==> src/rtl/arbitro_mux4_pkg.sv <==
// arbitro_mux4 shared definitions.
// States, defaults and the round-robin pick.
package arbitro_mux4_pkg;

  localparam int P_ENT_DEF  = 4;
  localparam int P_SLOT_DEF = 8;

  typedef enum logic {
    OCIOSO  = 1'b0,
    OCUPADO = 1'b1
  } state_e;

  // {found, index}: first set bit of r
  // scanning s, s+1, ... mod 4
  function automatic logic [2:0] rr_pick(
    input logic [3:0] r,
    input logic [1:0] s
  );
    logic [2:0] res;
    logic [1:0] k;
    res = '0;
    for (int i = 3; i >= 0; i--) begin
      k = s + 2'(i);
      if (r[k]) res = {1'b1, k};
    end
    return res;
  endfunction

  function automatic logic [3:0] onehot(
    input logic [1:0] idx
  );
    return 4'b0001 << idx;
  endfunction

endpackage

==> src/rtl/arbitro_mux4_if.sv <==
// arbitro_mux4 request/grant/data bundle.
// master = requester side, slave = arbiter.
interface arbitro_mux4_if #(
  parameter int P_ENT = 4
);
  logic [3:0]       req;
  logic [P_ENT-1:0] ent0;
  logic [P_ENT-1:0] ent1;
  logic [P_ENT-1:0] ent2;
  logic [P_ENT-1:0] ent3;
  logic [3:0]       gnt;
  logic [1:0]       sel;
  logic [P_ENT-1:0] out;
  logic             valid;

  modport master (
    output req, ent0, ent1, ent2, ent3,
    input  gnt, sel, out, valid
  );

  modport slave (
    input  req, ent0, ent1, ent2, ent3,
    output gnt, sel, out, valid
  );
endinterface

==> src/rtl/arbitro_mux4_mux.sv <==
// Shared 4x1 datapath multiplexer.
// Purely combinational; select by index.
module Mux4x1_4bits #(
  parameter int W = 4
) (
  input  logic [W-1:0] a0_i,
  input  logic [W-1:0] a1_i,
  input  logic [W-1:0] a2_i,
  input  logic [W-1:0] a3_i,
  input  logic [1:0]   s_i,
  output logic [W-1:0] y_o
);

  // select one of four inputs
  always_comb begin
    y_o = a0_i;
    unique case (s_i)
      2'd0: y_o = a0_i;
      2'd1: y_o = a1_i;
      2'd2: y_o = a2_i;
      2'd3: y_o = a3_i;
    endcase
  end

endmodule

==> src/rtl/arbitro_mux4.sv <==
// Round-robin arbiter for the shared mux.
// Time-sliced grants, registered data out.
module arbitro_mux4
  import arbitro_mux4_pkg::*;
#(
  parameter int P_ENT  = P_ENT_DEF,
  parameter int P_SLOT = P_SLOT_DEF
) (
  input logic           clk,
  input logic           rst_n,
  arbitro_mux4_if.slave bus
);

  localparam int CW = $clog2(P_SLOT);

  state_e           state_q, state_d;
  logic [3:0]       gnt_q, gnt_d;
  logic [1:0]       sel_q, sel_d;
  logic [CW-1:0]    cnt_q, cnt_d;
  logic [1:0]       ptr_q, ptr_d;
  logic [P_ENT-1:0] out_q;
  logic             valid_q;
  logic [P_ENT-1:0] mux_y;

  logic [3:0] own_oh;
  logic [3:0] others;
  logic [3:0] cand;
  logic [1:0] nxt;
  logic       rel;
  logic [2:0] idle_pk;
  logic [2:0] rel_pk;

  assign own_oh  = onehot(sel_q);
  assign others  = bus.req & ~own_oh;
  assign cand    = (|others) ? others
                 : (bus.req & own_oh);
  assign nxt     = sel_q + 2'd1;
  assign rel     = !bus.req[sel_q] ||
                   (cnt_q == CW'(P_SLOT - 1));
  assign idle_pk = rr_pick(bus.req, ptr_q);
  assign rel_pk  = rr_pick(cand, nxt);

  // state register
  always_ff @(posedge clk or negedge rst_n) begin
    if (!rst_n) state_q <= OCIOSO;
    else        state_q <= state_d;
  end

  // next-state decision
  always_comb begin
    state_d = state_q;
    unique case (state_q)
      OCIOSO:
        if (idle_pk[2]) state_d = OCUPADO;
      OCUPADO:
        if (rel && !rel_pk[2]) state_d = OCIOSO;
    endcase
  end

  // grant, select, slice and pointer updates
  always_comb begin
    gnt_d = gnt_q;
    sel_d = sel_q;
    cnt_d = cnt_q;
    ptr_d = ptr_q;
    unique case (state_q)
      OCIOSO: begin
        if (idle_pk[2]) begin
          gnt_d = onehot(idle_pk[1:0]);
          sel_d = idle_pk[1:0];
          cnt_d = '0;
        end
      end
      OCUPADO: begin
        if (!rel) begin
          cnt_d = cnt_q + CW'(1);
        end else begin
          ptr_d = nxt;
          cnt_d = '0;
          if (rel_pk[2]) begin
            gnt_d = onehot(rel_pk[1:0]);
            sel_d = rel_pk[1:0];
          end else begin
            gnt_d = '0;
          end
        end
      end
    endcase
  end

  // arbitration registers
  always_ff @(posedge clk or negedge rst_n) begin
    if (!rst_n) begin
      gnt_q <= '0;
      sel_q <= '0;
      cnt_q <= '0;
      ptr_q <= '0;
    end else begin
      gnt_q <= gnt_d;
      sel_q <= sel_d;
      cnt_q <= cnt_d;
      ptr_q <= ptr_d;
    end
  end

  Mux4x1_4bits #(
    .W (P_ENT)
  ) u_mux (
    .a0_i (bus.ent0),
    .a1_i (bus.ent1),
    .a2_i (bus.ent2),
    .a3_i (bus.ent3),
    .s_i  (sel_q),
    .y_o  (mux_y)
  );

  // registered data; holds while idle
  always_ff @(posedge clk or negedge rst_n) begin
    if (!rst_n) begin
      out_q   <= '0;
      valid_q <= 1'b0;
    end else begin
      valid_q <= |gnt_q;
      if (|gnt_q) out_q <= mux_y;
    end
  end

  assign bus.gnt   = gnt_q;
  assign bus.sel   = sel_q;
  assign bus.out   = out_q;
  assign bus.valid = valid_q;

endmodule
==> src/flat_wrapper.sv <==
// flat-port wrapper written by rule: the top's interface ports become plain ports
module arbitro_mux4_flat import arbitro_mux4_pkg::*;
#(
  parameter int P_ENT  = P_ENT_DEF,
  parameter int P_SLOT = P_SLOT_DEF
)
  (clk, rst_n, bus_req, bus_ent0, bus_ent1, bus_ent2, bus_ent3, bus_gnt, bus_sel, bus_out, bus_valid);
  arbitro_mux4_if #(.P_ENT(P_ENT)) bus_i ();
  input logic clk;
  input logic rst_n;
  input wire logic [$bits(bus_i.req)-1:0] bus_req;
  input wire logic [$bits(bus_i.ent0)-1:0] bus_ent0;
  input wire logic [$bits(bus_i.ent1)-1:0] bus_ent1;
  input wire logic [$bits(bus_i.ent2)-1:0] bus_ent2;
  input wire logic [$bits(bus_i.ent3)-1:0] bus_ent3;
  output wire logic [$bits(bus_i.gnt)-1:0] bus_gnt;
  output wire logic [$bits(bus_i.sel)-1:0] bus_sel;
  output wire logic [$bits(bus_i.out)-1:0] bus_out;
  output wire logic [$bits(bus_i.valid)-1:0] bus_valid;
  assign bus_i.req = bus_req;
  assign bus_i.ent0 = bus_ent0;
  assign bus_i.ent1 = bus_ent1;
  assign bus_i.ent2 = bus_ent2;
  assign bus_i.ent3 = bus_ent3;
  assign bus_gnt = bus_i.gnt;
  assign bus_sel = bus_i.sel;
  assign bus_out = bus_i.out;
  assign bus_valid = bus_i.valid;
  arbitro_mux4 #(.P_ENT(P_ENT), .P_SLOT(P_SLOT)) u_core (.clk(clk), .rst_n(rst_n), .bus(bus_i));
endmodule
==> config.mk <==
export PLATFORM = sky130hd
export DESIGN_NAME = arbitro_mux4_flat
export DESIGN_NICKNAME = d
export VERILOG_FILES = /design/src/rtl/arbitro_mux4_pkg.sv /design/src/rtl/arbitro_mux4_if.sv /design/src/rtl/arbitro_mux4_mux.sv /design/src/rtl/arbitro_mux4.sv /design/src/flat_wrapper.sv
export SDC_FILE = /design/constraint.sdc
export NUM_CORES = 1
export LEC_CHECK = 0
export BUFFER_PORTS_ARGS = -buffer_cell sky130_fd_sc_hd__buf_2
export CORE_AREA = 3 3 72 74
export DETAILED_ROUTE_END_ITERATION = 6
export DIE_AREA = 0 0 75 77
export GPL_ROUTABILITY_DRIVEN = 0
export PLACE_DENSITY = 0.59
export RECOVER_POWER = 100
export SLEW_MARGIN = 20
export SYNTH_ARGS = -nofsm -noshare
export SYNTH_HDL_FRONTEND = slang
export SYNTH_SLANG_ARGS = --single-unit
export TNS_END_PERCENT = 10
==> constraint.sdc <==
create_clock -name clk -period 2.85 [get_ports clk]
set_input_delay 0.57 -clock clk [delete_from_list [all_inputs] [get_ports clk]]
set_output_delay 0.57 -clock clk [all_outputs]
set_load 0.01 [all_outputs]
After elaboration in Yosys (flattened, before gate mapping)
Index checks and enable logic that the tools add are counted.

storage, ports and cells
  bits in writable memories = 0
  output and inout bits = 11
  ROM bits = 0
  input bits = 22
  bits in latches = 0
  memories = 0
  register bits = 17

cells by class
  order comparisons = 9
  bitwise gates (word level) = 4
  $add $sub $neg = 8
  equal/unequal tests = 7
  reductions and logical operators = 10
  mux-type cells = 42
  multipliers = 0
  divide/modulo/power cells = 0
  shift-type cells = 3

operators with widths
  kind                 count
  $mux 3               10
  $lt 2x3->1 const B   9
  $bmux 1 s2           9
  $mux 4               4
  $pmux 4 s4           1
  $shl 1x2->4 const A  3
  $mux 1               11
  $add 2x2->2 const B  4
  $and 4x4->4          2
  $pmux 4 s2           1
  $reduce_or 4->1      2
  $add 2x1->2 const B  3
  $mux 2               3
  $pmux 3 s2           1
  $eq 2x2->1 const B   2
  $ne 2x2->1 const B   2
  $not 4->4            1
  $pmux 2 s2           1
  $reduce_and 2->1     2
  $add 3x1->3 const B  1
  $eq 3x3->1 const B   1
  $reduce_and 3->1     1
  $eq 2x1->1 const B   1
  $logic_not 1->1      2
  6 further kinds      6

Depth between registers and ports, before layout
  depth after elaboration = 15
  depth in mapped cells = 11
  depth with buffers taken out = 8

Modules after synthesis
Synthesis repeated with hierarchy kept, for this count alone.

second synthesis, totals
  cell total of the unflattened synthesis = 111
  area, all modules = 1,198.6 um2

by module, submodules not included
  module        instances  cells each  sequential area each (um2)  area each (um2)
  arbitro_mux4  1          107         425.4                       1,093.5
  Mux4x1_4bits  1          4           0.0                         105.1

Least setup slack after synthesis
OpenSTA, ideal clock, no wires.

  path type = register to register
  start point = reg u_core.sel_q[0], in the netlist u_core.bus.sel[0]
  end point = reg u_core.gnt_q[2], in the netlist u_core.bus.gnt[2]
  arrival time = 2.118 ns
  clock period less this slack = 2.244 ns
  path buffers = 1
  data required time = 2.724 ns
  setup slack = 0.606 ns
  stages on the path, launching flop included = 10
  cells stage by stage = dfrtp_1 -> buf_4 -> inv_1 -> ha_1 -> nand2b_2 -> nand2_1 -> nor4_2 -> and2_1 -> o211ai_2 -> a221o_1

on the way
  elaborated cells on any way between the ends = 32
  those cells by class = add/sub (4); eq/ne (1); shift (2); mux (18); bitwise (3); reduce/logical (4)

RTL lines
  element                       line                    text
  start, declared               arbitro_mux4.sv:18      logic [1:0] sel_q, sel_d;
  start signal, assigned        arbitro_mux4.sv:100     sel_q <= sel_d;
  $add 2x1->2 *                 arbitro_mux4.sv:37      assign nxt = sel_q + 2'd1;
  net u_core.nxt[0]             arbitro_mux4.sv:28      logic [1:0] nxt;
  $add 2x2->2                   arbitro_mux4_pkg.sv:23  k = s + 2'(i);
  $bmux 1 s2                    arbitro_mux4_pkg.sv:24  if (r[k]) res = {1'b1, k};
  $mux 1 (implied by the code)  arbitro_mux4_pkg.sv:24
  $mux 3 (3 in series)          arbitro_mux4_pkg.sv:24
  $mux 3 *                      arbitro_mux4_pkg.sv:24
  $shl 1x2->4                   arbitro_mux4_pkg.sv:32  return 4'b0001 << idx;
  $mux 4 *                      arbitro_mux4.sv:80      if (rel_pk[2]) begin
  $mux 4 *                      arbitro_mux4.sv:75      if (!rel) begin
  $pmux 4 s2 *                  arbitro_mux4.sv:66      unique case (state_q)
  end signal, assigned          arbitro_mux4.sv:99      gnt_q <= gnt_d;
  end, declared                 arbitro_mux4.sv:17      logic [3:0] gnt_q, gnt_d;

The timed path passes the listed nets; every way through them passes the cells marked *. The select of a mux whose other input is x is not followed.
A chain may end at the register's enable or synchronous reset.

Worst setup path after layout
  start point = reg u_core.sel_q[0], in the netlist u_core.bus.sel[0]
  end point = reg u_core.gnt_q[0], in the netlist u_core.bus.gnt[0]

on the way
  longest elaborated chain between the ends = 15
  elaborated cells on any way between the ends = 32
  those cells by class = add/sub (4); eq/ne (1); shift (2); mux (18); bitwise (3); reduce/logical (4)

ends and longest elaborated chain
  element
  parallel branches: the longest is 15 deep, another holds $add 2x1->2

Parallel ways; which one is timed is not known. The select of a mux whose other input is x is not followed.

==> flow_results.xml <==
<?xml version="1.0" encoding="UTF-8"?>
<metrics>
  <group name="outcome">
    <metric name="run_status" unit="">complete, no violations</metric>
  </group>
  <group name="timing">
    <metric name="finalHoldViolCount" unit="">0</metric>
    <metric name="worst_pin_slew" unit="ns">0.905</metric>
    <metric name="min_period_over_period" unit="%">89.2</metric>
    <metric name="setup-violations-final" unit="">0</metric>
    <metric name="fin_tns_setup" unit="ns">0</metric>
    <metric name="clock_skew" unit="ns">0.00467</metric>
    <metric name="rsz0062_at_grt" unit="">no</metric>
    <metric name="report.final.slew_viol_count" unit="">0</metric>
    <metric name="timing.fmax" unit="MHz">393</metric>
    <metric name="period_minus_slack" unit="ns">2.54</metric>
    <metric name="timing.hold.ws" unit="ns">0.426</metric>
    <metric name="max_slew_margin" unit="%">39.6</metric>
  </group>
  <group name="floorplan">
    <metric name="dieArea" unit="um2">5780</metric>
    <metric name="core_area" unit="um2">4660</metric>
    <metric name="io_pins" unit="">33</metric>
    <metric name="placementRows" unit="">25</metric>
    <metric name="dieWidth" unit="um">75</metric>
    <metric name="floorplan.die.height" unit="um">77</metric>
    <metric name="floorplan.initialDensity" unit="%">29.0</metric>
  </group>
  <group name="critical_path">
    <metric name="critPathMaxFanout" unit="">12</metric>
    <metric name="reg2reg_slack" unit="ns">0.31</metric>
    <metric name="worstRegToRegCells" unit="">7</metric>
    <metric name="rr_startpoint" unit="">u_core.bus.sel[0]</metric>
    <metric name="worst_path_max_delay_cell" unit="">sky130_fd_sc_hd__dfrtp_1</metric>
    <metric name="data_required_time_at_the_worst_endpoint" unit="ns">3.02</metric>
    <metric name="crit_path_start_kind" unit="">flip-flop</metric>
    <metric name="worst_ep_arrival_time" unit="ns">2.72</metric>
    <metric name="crit_path_cell_trace" unit="">ha_1, and2b_1, o311ai_1, nor2_1, nor2_2, o2111a_1, o2bb2ai_1</metric>
    <metric name="timing.setup.critical_path_class" unit="">flip-flop to flip-flop</metric>
    <metric name="worstSetupEndpointType" unit="">flip-flop</metric>
    <metric name="max_stage_delay" unit="ns">0.57</metric>
    <metric name="worstReg2RegEnd" unit="">u_core.bus.gnt[0]</metric>
  </group>
  <group name="clocking">
    <metric name="tritoncts_num_sinks" unit="">17</metric>
    <metric name="cts.reportedPaths.clkPinSlew" unit="ns">0.07</metric>
    <metric name="post-cts-setup-buffers" unit="">0</metric>
    <metric name="worstSkewPairLatency" unit="ns">0.25</metric>
    <metric name="cts.repair.resized" unit="">0</metric>
    <metric name="cts_buffer_depth" unit="">2</metric>
    <metric name="cts_htree_levels" unit="">1</metric>
    <metric name="cts_buffers" unit="">3</metric>
    <metric name="ctsHoldBuffers" unit="">0</metric>
    <metric name="clock_tree_from_tritoncts" unit="">built</metric>
    <metric name="cts_root_buf" unit="">sky130_fd_sc_hd__clkbuf_8</metric>
  </group>
  <group name="global_route">
    <metric name="overflow" unit="">0</metric>
    <metric name="met3_usage" unit="%">0.786</metric>
    <metric name="grt_antenna_before_repair" unit="">0</metric>
    <metric name="grt_usage" unit="%">11.5</metric>
    <metric name="use_met2" unit="%">17.9</metric>
    <metric name="use_met1" unit="%">16.7</metric>
    <metric name="grt_first_pass_wirelength" unit="um">5310</metric>
    <metric name="gr-max-usage-layer" unit="">met2</metric>
    <metric name="grt_max_degree" unit="">18</metric>
    <metric name="vias_in_the_first_global_route" unit="">1094</metric>
  </group>
  <group name="synthesis">
    <metric name="synth.lib_cells_used.distinct" unit="">54</metric>
    <metric name="syn_inst" unit="">136</metric>
    <metric name="fraction_of_post_synthesis_cell_area_in_the_top_cell_type_by_area" unit="%">31.5</metric>
    <metric name="avgSynthCellArea" unit="um2">9.94</metric>
    <metric name="synthTopCellsByCount" unit="">sky130_fd_sc_hd__dfrtp_1, sky130_fd_sc_hd__nand2_1, sky130_fd_sc_hd__inv_1, sky130_fd_sc_hd__o21ai_0</metric>
    <metric name="syn-cell-area" unit="um2">1350</metric>
    <metric name="synth-edff-count" unit="">0</metric>
    <metric name="async_sr_flop_fraction" unit="%">100</metric>
    <metric name="seq_area_frac_synth" unit="%">31.5</metric>
    <metric name="synth_top_flop_cell" unit="">sky130_fd_sc_hd__dfrtp_1</metric>
    <metric name="synth_nets" unit="">164</metric>
    <metric name="synth_largest_area_cell" unit="">sky130_fd_sc_hd__dfrtp_1</metric>
    <metric name="post_synth_main_area_contributors" unit="">sky130_fd_sc_hd__dfrtp_1, sky130_fd_sc_hd__ha_1, sky130_fd_sc_hd__buf_6</metric>
    <metric name="synth_most_common_cell" unit="">sky130_fd_sc_hd__dfrtp_1</metric>
    <metric name="synth_warnings" unit="">0</metric>
    <metric name="yosys_register_bits" unit="">17</metric>
  </group>
  <group name="final_layout">
    <metric name="diodes" unit="">0</metric>
    <metric name="design.final.nets" unit="">195</metric>
    <metric name="syn_to_final_growth" unit="%">13.3</metric>
    <metric name="fraction_of_layout_instances_using_a_drive_strength_above_1" unit="%">24.7</metric>
  </group>
  <group name="drt">
    <metric name="drt_pre_antenna_iters" unit="">7</metric>
    <metric name="avgViaCountPerCell" unit="">5.41</metric>
    <metric name="drt_drc_violations_left" unit="">0</metric>
    <metric name="route.antenna.remaining_nets" unit="">0</metric>
    <metric name="drt-total-wl" unit="um">3340</metric>
    <metric name="initialDrtViolationCount" unit="">62</metric>
    <metric name="dr_total_vias" unit="">1191</metric>
    <metric name="route.detailed.wl_per_inst" unit="um">15.2</metric>
  </group>
  <group name="power_and_ir_drop">
    <metric name="netSwitchingFraction" unit="%">46.1</metric>
    <metric name="post-layout-total-power" unit="W">0.00172</metric>
    <metric name="irDropWorstVdd" unit="mV">0.305</metric>
    <metric name="internal_power" unit="W">0.000927</metric>
    <metric name="total_leakage_power" unit="nW">0.696</metric>
    <metric name="power.density_cell_area" unit="nW/um2">1120</metric>
    <metric name="combPwrFrac" unit="%">62.8</metric>
    <metric name="power.net_switching" unit="W">0.000792</metric>
    <metric name="seq_power_share" unit="%">27.1</metric>
    <metric name="clkPwrFrac" unit="%">10.1</metric>
  </group>
  <group name="placement">
    <metric name="numPortBuffers" unit="">32</metric>
    <metric name="dp_hpwl" unit="um">2580</metric>
  </group>
  <group name="flow_run">
    <metric name="cap_viol_max_count" unit="">0</metric>
  </group>
  <group name="min_path">
    <metric name="min-delay-path-class" unit="">input pin to asynchronous set/reset pin</metric>
  </group>
</metrics>
-- how the worst max path moves through the flow --
stage / from / end / slack [ns] / cells past startpoint
after global placement: u_core.bus.sel[0] / u_core.bus.gnt[2] / 0.41 / 8
final: u_core.bus.sel[0] / u_core.bus.gnt[0] / 0.31 / 7
after floorplan: u_core.bus.sel[0] / u_core.bus.gnt[2] / 0.61 / 9
after detailed placement: u_core.bus.sel[0] / u_core.bus.gnt[2] / 0.40 / 8
after global routing: u_core.bus.sel[0] / u_core.bus.gnt[0] / 0.11 / 7
after CTS: u_core.bus.sel[0] / u_core.bus.gnt[2] / 0.36 / 8
-- state kept, by name, summed over array words and instances (netlist names) --
register,flops
u_core.bus.gnt,4
u_core.bus.out,4
u_core.bus.sel,2
u_core.bus.valid,1
u_core.cnt_q,3
u_core.ptr_q,2
u_core.state_q,1
-- power by group through the flow --
stage	clock network [W]	registers, W	logic [W]
3_5_place_dp	0	0.000469	0.00111
3_3_place_gp	0	0.000468	0.00113
5_1_grt	0.000194	0.000483	0.00120
2_1_floorplan	0	0.000471	0.000861
4_1_cts	0.000182	0.000464	0.00113
6_report	0.000174	0.000466	0.00108
-- layout make-up --
type,count,area (um2)
clock buffers,3,41.3
well taps,54,67.6
flip-flops and latches,17,425
fillers,495,3130
repair buffers,32,145
multi-input cells,106,821
clock inverters,1,5.00
inverters,7,26.3
-- critical path, delay by kind of cell (launching register included) --
family / cells / cell delay [ns]
compound gates: 3 / 0.83
flops: 1 / 0.57
fa+ha+maj: 1 / 0.33
simple gates: 3 / 0.72
-- routing by layer --
metal	part of all wire, %	up-vias
met5	0	-
met4	1.0	0
met3	1.9	4
met2	49	24
met1	48	576
li1	-	587
-- metrics by stage --
| stage | cell area (um2) | setup WS (ns) | utilization, % | std cells |
|---|---|---|---|---|
| 5_1_grt | 1530 | 0.108 | 32.9 | 220 |
| 3_3_place_gp | 1520 | 0.414 | 32.7 | 216 |
| 2_1_floorplan | 1350 | 0.606 | - | 136 |
| 6_report | 1530 | 0.306 | 32.9 | 220 |
| 3_5_place_dp | 1520 | 0.395 | 32.7 | 216 |
| 4_1_cts | 1570 | 0.363 | 33.7 | 220 |
-- cells in the final DEF, fill, tap and decap left out, drive strengths merged, types with 3 or more instances in the layout --
| master | instances |
|---|---|
| buf | 20 |
| dfrtp | 17 |
| clkbuf | 15 |
| o21ai | 11 |
| nand2 | 8 |
| inv | 7 |
| nor2 | 7 |
| a21oi | 6 |
| ha | 6 |
| a222oi | 4 |
| a21o | 4 |
| nor2b | 4 |
| o211a | 3 |
| o22ai | 3 |
| nand3 | 3 |
| nor4 | 3 |
| nand2b | 3 |
| and2 | 3 |
| o211ai | 3 |
| o21a | 3 |
-- cells by family (layout without fill, tap and decap cells) --
logic type	count (synthesis)	in the layout	share of synthesized area (%)
adders and majority gates	6	6	5.56
muxes	5	5	4.81
and+or+nand+nor	41	41	19.1
buffers and inverters	13	43	6.11
DFF	17	17	31.5
AOI/OAI and AO/OA	54	54	33.0
No activity file was read; power rests on OpenSTA's default activity.
